`src/rtl/console_pkg.sv`:
```
// Shared types and constants for the text console: geometry defaults, ASCII codes, FSM states.
// No logic of its own; CONSOLE_CURSOR_EN adds the CURSOR state.
package console_pkg;

    localparam int CONSOLE_COLS = 50;
    localparam int CONSOLE_ROWS = 30;

    localparam logic [7:0] ASCII_LF    = 8'h0A;
    localparam logic [7:0] ASCII_CR    = 8'h0D;
    localparam logic [7:0] ASCII_BS    = 8'h08;
    localparam logic [7:0] ASCII_FF    = 8'h0C;
    localparam logic [7:0] ASCII_SPACE = 8'h20;
    localparam logic [7:0] ASCII_DEL   = 8'h7F;

    typedef enum logic [1:0] {
        IDLE,
        CLR_LINE,
        CLR_SCREEN
`ifdef CONSOLE_CURSOR_EN
        ,
        CURSOR
`endif
    } console_state_t;

    // Everything from space upward except DEL lands on screen as a glyph.
    function automatic logic is_printable(input logic [7:0] b);
        return (b >= ASCII_SPACE) && (b != ASCII_DEL);
    endfunction

endpackage

```
`src/rtl/video_console_if.sv`:
```
// Console bundle: CPU byte stream (valid/ready), clear pulse, status, and the video memory write port.
// Pure wiring; the slave modport is the console, the master modport is the CPU/display side.
interface video_console_if;
    logic        char_valid;
    logic [7:0]  char_data;
    logic        char_ready;
    logic        clear_req;
    logic        busy;
    logic [5:0]  cursor_col;
    logic [4:0]  cursor_row;
    logic        video_write_enable;
    logic [7:0]  video_write_data;
    logic [10:0] video_write_addr;

    modport master (
        output char_valid, char_data, clear_req,
        input  char_ready, busy, cursor_col, cursor_row,
        input  video_write_enable, video_write_data, video_write_addr
    );

    modport slave (
        input  char_valid, char_data, clear_req,
        output char_ready, busy, cursor_col, cursor_row,
        output video_write_enable, video_write_data, video_write_addr
    );
endinterface

```
`src/rtl/console_fill.sv`:
```
// Sweeps count_i consecutive addresses from start_addr_i, one fill write per cycle while run_i is high.
// Combinational outputs off a counter; done_o marks the last write; dropping run_i rewinds the counter.
module console_fill #(
    parameter logic [7:0] FILL_CHAR = 8'h20
) (
    input  logic        clk_i,
    input  logic        rst_i,
    input  logic        run_i,
    input  logic [10:0] start_addr_i,
    input  logic [10:0] count_i,
    output logic        we_o,
    output logic [7:0]  data_o,
    output logic [10:0] addr_o,
    output logic        done_o
);
    logic [10:0] cnt_q, cnt_d;

    assign we_o   = run_i;
    assign data_o = FILL_CHAR;
    assign addr_o = start_addr_i + cnt_q;
    assign done_o = run_i && (cnt_q == count_i - 11'd1);

    always_comb begin
        cnt_d = cnt_q + 11'd1;
        if (!run_i || done_o) begin
            cnt_d = '0;
        end
    end

    always_ff @(posedge clk_i) begin
        if (rst_i) begin
            cnt_q <= '0;
        end else begin
            cnt_q <= cnt_d;
        end
    end
endmodule

```
`src/rtl/video_console.sv`:
```
// Text console: consumes CPU bytes, tracks the cursor, emits registered video-memory writes (accept N -> write N+1).
// char_ready is low while any clear runs or is pending; CONSOLE_CURSOR_EN adds a drawn cursor glyph.
module video_console
    import console_pkg::*;
#(
    parameter int         COLS      = CONSOLE_COLS,
    parameter int         ROWS      = CONSOLE_ROWS,
    parameter logic [7:0] FILL_CHAR = ASCII_SPACE
`ifdef CONSOLE_CURSOR_EN
    ,
    parameter logic [7:0] CURSOR_GLYPH = 8'hFF
`endif
) (
    input  logic           CLK_CPU,
    input  logic           reset,
    video_console_if.slave bus
);
`ifdef CONSOLE_CURSOR_EN
    localparam console_state_t CLEAR_EXIT = CURSOR;
`else
    localparam console_state_t CLEAR_EXIT = IDLE;
`endif

    console_state_t state_q, state_d;
    logic [5:0]  col_q, col_d;
    logic [4:0]  row_q, row_d;
    logic [10:0] row_base_q, row_base_d;
    logic        clear_pending_q, clear_pending_d;
    logic        we_q, we_d;
    logic [7:0]  wdata_q, wdata_d;
    logic [10:0] waddr_q, waddr_d;

    logic        accept, last_row;
    logic [10:0] cur_addr, base_adv;
    logic [4:0]  row_adv;
    logic        fill_run, fill_we, fill_done;
    logic [7:0]  fill_data;
    logic [10:0] fill_addr, fill_start, fill_count;

    assign bus.char_ready         = (state_q == IDLE) && !clear_pending_q && !bus.clear_req;
    assign bus.busy               = (state_q != IDLE);
    assign bus.cursor_col         = col_q;
    assign bus.cursor_row         = row_q;
    assign bus.video_write_enable = we_q;
    assign bus.video_write_data   = wdata_q;
    assign bus.video_write_addr   = waddr_q;

    assign accept   = bus.char_valid && bus.char_ready;
    // Address tracked as running row base plus column, so no multiplier in the path.
    assign cur_addr = row_base_q + {5'd0, col_q};
    assign last_row = (row_q == 5'(ROWS - 1));
    assign row_adv  = last_row ? 5'd0 : row_q + 5'd1;
    assign base_adv = last_row ? 11'd0 : row_base_q + 11'(COLS);

    assign fill_run   = (state_q == CLR_LINE) || (state_q == CLR_SCREEN);
    assign fill_start = (state_q == CLR_SCREEN) ? 11'd0 : row_base_q;
    assign fill_count = (state_q == CLR_SCREEN) ? 11'(COLS * ROWS) : 11'(COLS);

    console_fill #(.FILL_CHAR(FILL_CHAR)) u_fill (
        .clk_i        (CLK_CPU),
        .rst_i        (reset),
        .run_i        (fill_run),
        .start_addr_i (fill_start),
        .count_i      (fill_count),
        .we_o         (fill_we),
        .data_o       (fill_data),
        .addr_o       (fill_addr),
        .done_o       (fill_done)
    );

    always_comb begin
        state_d         = state_q;
        col_d           = col_q;
        row_d           = row_q;
        row_base_d      = row_base_q;
        clear_pending_d = clear_pending_q | bus.clear_req;
        we_d            = 1'b0;
        wdata_d         = FILL_CHAR;
        waddr_d         = cur_addr;
        case (state_q)
            IDLE: begin
                if (clear_pending_q) begin
                    state_d         = CLR_SCREEN;
                    clear_pending_d = bus.clear_req;
                    col_d           = '0;
                    row_d           = '0;
                    row_base_d      = '0;
                end else if (accept) begin
                    if (is_printable(bus.char_data)) begin
                        we_d    = 1'b1;
                        wdata_d = bus.char_data;
                        if (col_q == 6'(COLS - 1)) begin
                            col_d      = '0;
                            row_d      = row_adv;
                            row_base_d = base_adv;
                            state_d    = CLR_LINE;
                        end else begin
                            col_d = col_q + 6'd1;
`ifdef CONSOLE_CURSOR_EN
                            state_d = CURSOR;
`endif
                        end
                    end else begin
                        case (bus.char_data)
                            ASCII_LF: begin
`ifdef CONSOLE_CURSOR_EN
                                we_d = 1'b1;
`endif
                                col_d      = '0;
                                row_d      = row_adv;
                                row_base_d = base_adv;
                                state_d    = CLR_LINE;
                            end
                            ASCII_CR: begin
`ifdef CONSOLE_CURSOR_EN
                                we_d    = 1'b1;
                                state_d = CURSOR;
`endif
                                col_d = '0;
                            end
                            ASCII_BS: begin
                                if (col_q != 6'd0) begin
                                    col_d = col_q - 6'd1;
`ifdef CONSOLE_CURSOR_EN
                                    // Old cell erased here; the glyph redraw covers the new cell.
                                    we_d    = 1'b1;
                                    state_d = CURSOR;
`else
                                    we_d    = 1'b1;
                                    waddr_d = cur_addr - 11'd1;
`endif
                                end
                            end
                            ASCII_FF: clear_pending_d = 1'b1;
                            default: ;
                        endcase
                    end
                end
            end
            CLR_LINE, CLR_SCREEN: begin
                we_d    = fill_we;
                wdata_d = fill_data;
                waddr_d = fill_addr;
                if (fill_done) begin
                    state_d = CLEAR_EXIT;
                end
            end
`ifdef CONSOLE_CURSOR_EN
            CURSOR: begin
                we_d    = 1'b1;
                wdata_d = CURSOR_GLYPH;
                state_d = IDLE;
            end
`endif
            default: state_d = IDLE;
        endcase
    end

    always_ff @(posedge CLK_CPU) begin
        if (reset) begin
            state_q         <= CLR_SCREEN;
            col_q           <= '0;
            row_q           <= '0;
            row_base_q      <= '0;
            clear_pending_q <= 1'b0;
            we_q            <= 1'b0;
            wdata_q         <= '0;
            waddr_q         <= '0;
        end else begin
            state_q         <= state_d;
            col_q           <= col_d;
            row_q           <= row_d;
            row_base_q      <= row_base_d;
            clear_pending_q <= clear_pending_d;
            we_q            <= we_d;
            wdata_q         <= wdata_d;
            waddr_q         <= waddr_d;
        end
    end
endmodule

```
`src/flat_wrapper.sv`:
```
// flat-port wrapper written by rule: the top's interface ports become plain ports
module video_console_flat import console_pkg::*;
#(
    parameter int         COLS      = CONSOLE_COLS,
    parameter int         ROWS      = CONSOLE_ROWS,
    parameter logic [7:0] FILL_CHAR = ASCII_SPACE

)
  (CLK_CPU, reset, bus_char_valid, bus_char_data, bus_clear_req, bus_char_ready, bus_busy, bus_cursor_col, bus_cursor_row, bus_video_write_enable, bus_video_write_data, bus_video_write_addr);
  video_console_if bus_i ();
  input  logic CLK_CPU;
  input  logic reset;
  input wire logic [$bits(bus_i.char_valid)-1:0] bus_char_valid;
  input wire logic [$bits(bus_i.char_data)-1:0] bus_char_data;
  input wire logic [$bits(bus_i.clear_req)-1:0] bus_clear_req;
  output wire logic [$bits(bus_i.char_ready)-1:0] bus_char_ready;
  output wire logic [$bits(bus_i.busy)-1:0] bus_busy;
  output wire logic [$bits(bus_i.cursor_col)-1:0] bus_cursor_col;
  output wire logic [$bits(bus_i.cursor_row)-1:0] bus_cursor_row;
  output wire logic [$bits(bus_i.video_write_enable)-1:0] bus_video_write_enable;
  output wire logic [$bits(bus_i.video_write_data)-1:0] bus_video_write_data;
  output wire logic [$bits(bus_i.video_write_addr)-1:0] bus_video_write_addr;
  assign bus_i.char_valid = bus_char_valid;
  assign bus_i.char_data = bus_char_data;
  assign bus_i.clear_req = bus_clear_req;
  assign bus_char_ready = bus_i.char_ready;
  assign bus_busy = bus_i.busy;
  assign bus_cursor_col = bus_i.cursor_col;
  assign bus_cursor_row = bus_i.cursor_row;
  assign bus_video_write_enable = bus_i.video_write_enable;
  assign bus_video_write_data = bus_i.video_write_data;
  assign bus_video_write_addr = bus_i.video_write_addr;
  video_console #(.COLS(COLS), .ROWS(ROWS), .FILL_CHAR(FILL_CHAR)) u_core (.CLK_CPU(CLK_CPU), .reset(reset), .bus(bus_i));
endmodule
```
`config.mk`:
```
export PLATFORM = sky130hd
export DESIGN_NAME = video_console_flat
export DESIGN_NICKNAME = d
export VERILOG_FILES = /design/src/rtl/console_pkg.sv /design/src/rtl/video_console_if.sv /design/src/rtl/console_fill.sv /design/src/rtl/video_console.sv /design/src/flat_wrapper.sv
export SDC_FILE = /design/constraint.sdc
export NUM_CORES = 1
export LEC_CHECK = 0
export ABC_AREA = 1
export BUFFER_PORTS_ARGS = -buffer_cell sky130_fd_sc_hd__buf_2
export CAP_MARGIN = 5
export CORE_MARGIN = 2
export CORE_UTILIZATION = 60
export CTS_BUF_LIST = sky130_fd_sc_hd__clkbuf_8
export DETAILED_ROUTE_END_ITERATION = 10
export PLACE_DENSITY = 0.81
export SYNTH_ARGS = -nofsm -noshare
export SYNTH_HDL_FRONTEND = slang
export SYNTH_HIERARCHICAL = 1
export SYNTH_SLANG_ARGS = --single-unit
```
`constraint.sdc`:
```
create_clock -name CLK_CPU -period 5.8 [get_ports CLK_CPU]
set_input_delay 0 -clock CLK_CPU [delete_from_list [all_inputs] [get_ports CLK_CPU]]
set_output_delay 0 -clock CLK_CPU [all_outputs]
set_load 0.01 [all_outputs]
```
==> impl_results.html <==
<table>
<tr><th>Metric</th><th>Value</th></tr>
<tr><th colspan="2">Clock network</th></tr>
<tr><td>Clock input transition at the sequential cells of the worst setup and hold paths</td><td>0.11 ns</td></tr>
<tr><td>Clock Tree Root</td><td>clkbuf_8</td></tr>
<tr><td>Clock tree from TritonCTS</td><td>done</td></tr>
<tr><td>Clock Sink Count</td><td>55</td></tr>
<tr><td>H-tree Lvls</td><td>2</td></tr>
<tr><td>Total setup buffers inserted after CTS</td><td>0</td></tr>
<tr><td>Clock Tree Buf Depth</td><td>2</td></tr>
<tr><td>Clock latency at the later pin of the worst-skew pair</td><td>0.33 ns</td></tr>
<tr><td>Number of buffers added by the clock tree synthesis step</td><td>5</td></tr>
<tr><th colspan="2">Synthesis</th></tr>
<tr><td>Proportion of synthesized flip-flops having asynchronous set or reset</td><td>0%</td></tr>
<tr><td>Fraction of synthesized cell area taken by the top area cell type</td><td>23.86%</td></tr>
<tr><td>Flip-flop and latch count after synthesis</td><td>55</td></tr>
<tr><td>Most numerous cell types in the synthesized netlist</td><td>nand2_1 (158), inv_1 (99), nor2_1 (93)</td></tr>
<tr><td>Largest cells by area after synthesis</td><td>dfxtp_1 (24%), nand2_1 (13%), inv_1 (8.1%)</td></tr>
<tr><td>Mean instance size in the synthesized netlist</td><td>6.295 um^2</td></tr>
<tr><td>Warnings from Yosys</td><td>6</td></tr>
<tr><td>Largest area contributor in the netlist</td><td>dfxtp_1</td></tr>
<tr><td>Number of synthesized flops with an enable pin</td><td>0</td></tr>
<tr><td>Area of the mapped netlist</td><td>4614 um^2</td></tr>
<tr><td>Number of instances in the synthesized netlist</td><td>733</td></tr>
<tr><td>Part of the Yosys area used for sequential elements</td><td>23.86%</td></tr>
<tr><td>Dominant register cell in the synthesized netlist</td><td>dfxtp_1</td></tr>
<tr><td>Yosys cell types</td><td>46</td></tr>
<tr><td>Most numerous cell in the Yosys netlist</td><td>nand2_1</td></tr>
<tr><th colspan="2">Global routing</th></tr>
<tr><td>Global-route wire length before repair</td><td>19,270 um</td></tr>
<tr><td>Final global-route overflow total</td><td>0</td></tr>
<tr><td>Number of global-route vias before repair</td><td>4,333</td></tr>
<tr><td>Largest net degree at the start of global routing</td><td>32</td></tr>
<tr><td>Antenna violations before repair</td><td>0</td></tr>
<tr><td>Global routing usage summed across all routing layers</td><td>27.54%</td></tr>
<tr><th colspan="2">Setup path</th></tr>
<tr><td>Critical path's most frequent cell</td><td>nor2_1</td></tr>
<tr><td>Worst Path Arrival</td><td>3.42 ns</td></tr>
<tr><td>Sort of element at the end of the critical path</td><td>register</td></tr>
<tr><td>Worst-case reg-to-reg path depth</td><td>16</td></tr>
<tr><td>Crit-path cells</td><td>inv_1, ha_1, inv_1, inv_1, ha_1, nand2_1, nand3b_1, nand3_1, nor2_1, nand2_1, nor2_1, nand4_1, nor2_1, nor2_1, nor2_1, o21ai_0</td></tr>
<tr><td>Top fanout value on the critical path</td><td>31</td></tr>
<tr><td>Library cell contributing the largest single delay on the critical path</td><td>ha_1</td></tr>
<tr><td>Worst Path Required</td><td>6.01 ns</td></tr>
<tr><td>Delay of the slowest cell on the worst path</td><td>0.84 ns</td></tr>
<tr><td>Critical Setup Path Class</td><td>register to register</td></tr>
<tr><td>Startpoint kind of the worst setup timing path</td><td>register</td></tr>
<tr><th colspan="2">Timing</th></tr>
<tr><td>Period Utilization, post-route</td><td>55.27%</td></tr>
<tr><td>Final worst hold slack</td><td>0.007452 ns</td></tr>
<tr><td>RSZ-0062 raised after global routing</td><td>no</td></tr>
<tr><td>Max Clk Rate</td><td>311.9 MHz</td></tr>
<tr><td>Count of endpoints failing hold in the final timing report</td><td>0</td></tr>
<tr><td>Clk_skew</td><td>0.01044 ns</td></tr>
<tr><td>Total setup violations reported at the end of the flow</td><td>0</td></tr>
<tr><td>Slew @ Worst Pin</td><td>1.033 ns</td></tr>
<tr><td>Aggregate negative setup slack</td><td>0 ns</td></tr>
<tr><td>Number of pins with negative max-slew slack in the final report</td><td>0</td></tr>
<tr><td>Tightest slew margin relative to the limit</td><td>31.14%</td></tr>
<tr><td>Final worst path period need</td><td>3.206 ns</td></tr>
<tr><th colspan="2">Place</th></tr>
<tr><td>RD Place Congestion</td><td>0.9167</td></tr>
<tr><td>Detailed placer's ending HPWL</td><td>8770 um</td></tr>
<tr><td>Number of input and output port buffers inserted</td><td>44</td></tr>
<tr><th colspan="2">Final layout</th></tr>
<tr><td>Fraction of final layout cells sized beyond drive strength 1</td><td>11.04%</td></tr>
<tr><td>Net count of the finished layout</td><td>818</td></tr>
<tr><td>Fillers</td><td>639</td></tr>
<tr><td>Final core utilization</td><td>68.29%</td></tr>
<tr><td>Antenna cell count</td><td>0</td></tr>
<tr><td>Area added between synthesis and finish</td><td>8.487%</td></tr>
<tr><th colspan="2">Power and ir drop</th></tr>
<tr><td>Leak pwr</td><td>2.439 nW</td></tr>
<tr><td>Power per standard cell area</td><td>272.2 nW/um^2</td></tr>
<tr><td>Post-layout total power</td><td>1.363 mW</td></tr>
<tr><td>Worst ir drop on vdd</td><td>0.0001975 V</td></tr>
<tr><th colspan="2">Route</th></tr>
<tr><td>DR iter-0 viols</td><td>286</td></tr>
<tr><td>Initial DRT Pass Iterations</td><td>7</td></tr>
<tr><td>Number of vias in the routed layout</td><td>4,710</td></tr>
<tr><td>Final wirelength</td><td>11,420 um</td></tr>
<tr><td>Count of antenna-violating nets left after detailed routing</td><td>0</td></tr>
<tr><td>Count of unresolved DRC violations after routing</td><td>0</td></tr>
<tr><td>Routed vias/inst</td><td>5.364</td></tr>
<tr><td>Average wire length per cell after detail routing</td><td>13.00 um</td></tr>
<tr><th colspan="2">Floorplanning</th></tr>
<tr><td>Initial core utilization</td><td>62.95%</td></tr>
<tr><td>Number of primary I/O pins</td><td>45</td></tr>
<tr><td>Floorplan Core Area</td><td>7331 um^2</td></tr>
<tr><td>Die width</td><td>91.70 um</td></tr>
<tr><td>Std-Cell Rows</td><td>31</td></tr>
<tr><td>Overall die area</td><td>8408 um^2</td></tr>
<tr><td>Vert. Die Dim</td><td>91.70 um</td></tr>
<tr><th colspan="2">Run status</th></tr>
<tr><td>Run status</td><td>finished clean</td></tr>
<tr><th colspan="2">Run</th></tr>
<tr><td>Max cap viols</td><td>0</td></tr>
<tr><th colspan="2">Hold path</th></tr>
<tr><td>Worst hold path stage count</td><td>3</td></tr>
<tr><td>Hold crit path type</td><td>input pin to register</td></tr>
</table>
final timing paths:
path                        start                        endpoint  slack, ns
max             u_core/state_q[0]               u_core/state_q[1]       2.59
min reg2reg  u_core/row_base_q[8]            u_core/row_base_q[8]       0.51
min              bus_char_data[0]  u_core/bus.video_write_data[0]      0.007
max reg2reg     u_core/state_q[0]               u_core/state_q[1]       2.59
per-layer routing:
layer	track usage [%]	wire (um)	vias up
li1	-	-	2418
met1	34.49	5117	2121
met2	48.90	5441	151
met3	3.862	602	20
met4	8.458	256	0
met5	0	0	-
where the power goes:
part	total (mW)	internal, mW	switching (mW)
sequential	0.498	0.444	0.0539
combinational	0.628	0.218	0.410
clock	0.237	0.0930	0.144
total	1.36	0.755	0.608
placed cells by master (no fill, tap or decap), types with 2 or more instances in the layout:
cell,instances
o21ai_0,36
inv_8,2
o31ai_1,2
nor3_1,9
a22oi_1,6
nor2_2,4
nand4_1,9
conb_1,18
nor3_2,4
nor2_1,93
xor2_1,17
o21bai_1,2
o21ai_2,2
nand3b_1,3
nor2_4,4
ha_1,27
nand3_2,4
inv_2,2
clkbuf_8,5
nand2_2,5
xnor2_1,10
inv_1,99
nand3_1,66
dlygate4sd3_1,5
nand2_1,158
nand2_4,2
nor3b_1,4
a21oi_1,63
dfxtp_1,55
a31oi_1,3
buf_2,44
logic make-up after synthesis:
kind of cell	Yosys count	share of synthesized area, %
buffers and inverters	129	11.90
XOR/XNOR	28	5.640
AND/OR/NAND/NOR	368	35.87
adder cells (fa/ha/maj)	28	7.755
flip-flops	55	23.86
other	4	0.3253
AO/OA/AOI/OAI	121	14.64
flip-flops by register name, indices dropped and copies added, names as in the netlist:
name	flops
u_core/bus.video_write_enable	1
u_core/bus.cursor_row	5
u_core/row_base_q	10
u_core/clear_pending_q	1
u_core/bus.video_write_data	8
u_core/bus.video_write_addr	11
u_core/state_q	2
u_core/bus.cursor_col	6
u_core/u_fill/cnt_q	11
area by class of cell:
type / count / area (um^2) / area share (%)
timing repair buffer: 49 / 270.3 / 5.399
clock buffer: 5 / 68.82 / 1.375
inverter: 104 / 394.1 / 7.873
tap: 99 / 123.9 / 2.474
clock inverter: 3 / 31.28 / 0.6248
multi-input combinational: 563 / 3017 / 60.26
sequential: 55 / 1101 / 21.99
critical path: cells and delay by family, from the launching register on:
family	cells	cell delay [ns]
adders and majority gates	2	1.09
DFF	1	0.34
buffers and inverters	3	0.50
and+or+nand+nor	10	1.07
AOI/OAI and AO/OA	1	0.10
through the flow:
stage | cell area [um^2] | setup WS [ns] | instances
global placement | 4856 | 2.839 | 865
global route | 5006 | 2.265 | 878
finish | 5006 | 2.594 | 878
detailed placement | 4856 | 2.674 | 865
CTS | 5006 | 2.614 | 878
floorplan | 4667 | 3.117 | 747
what timing repair did:
action                    4_1_cts  5_1_grt
gates resized for setup         0        0
hold endpoints to repair        5        0
hold buffers                    5        0
Power figures use the tool's default switching activity.
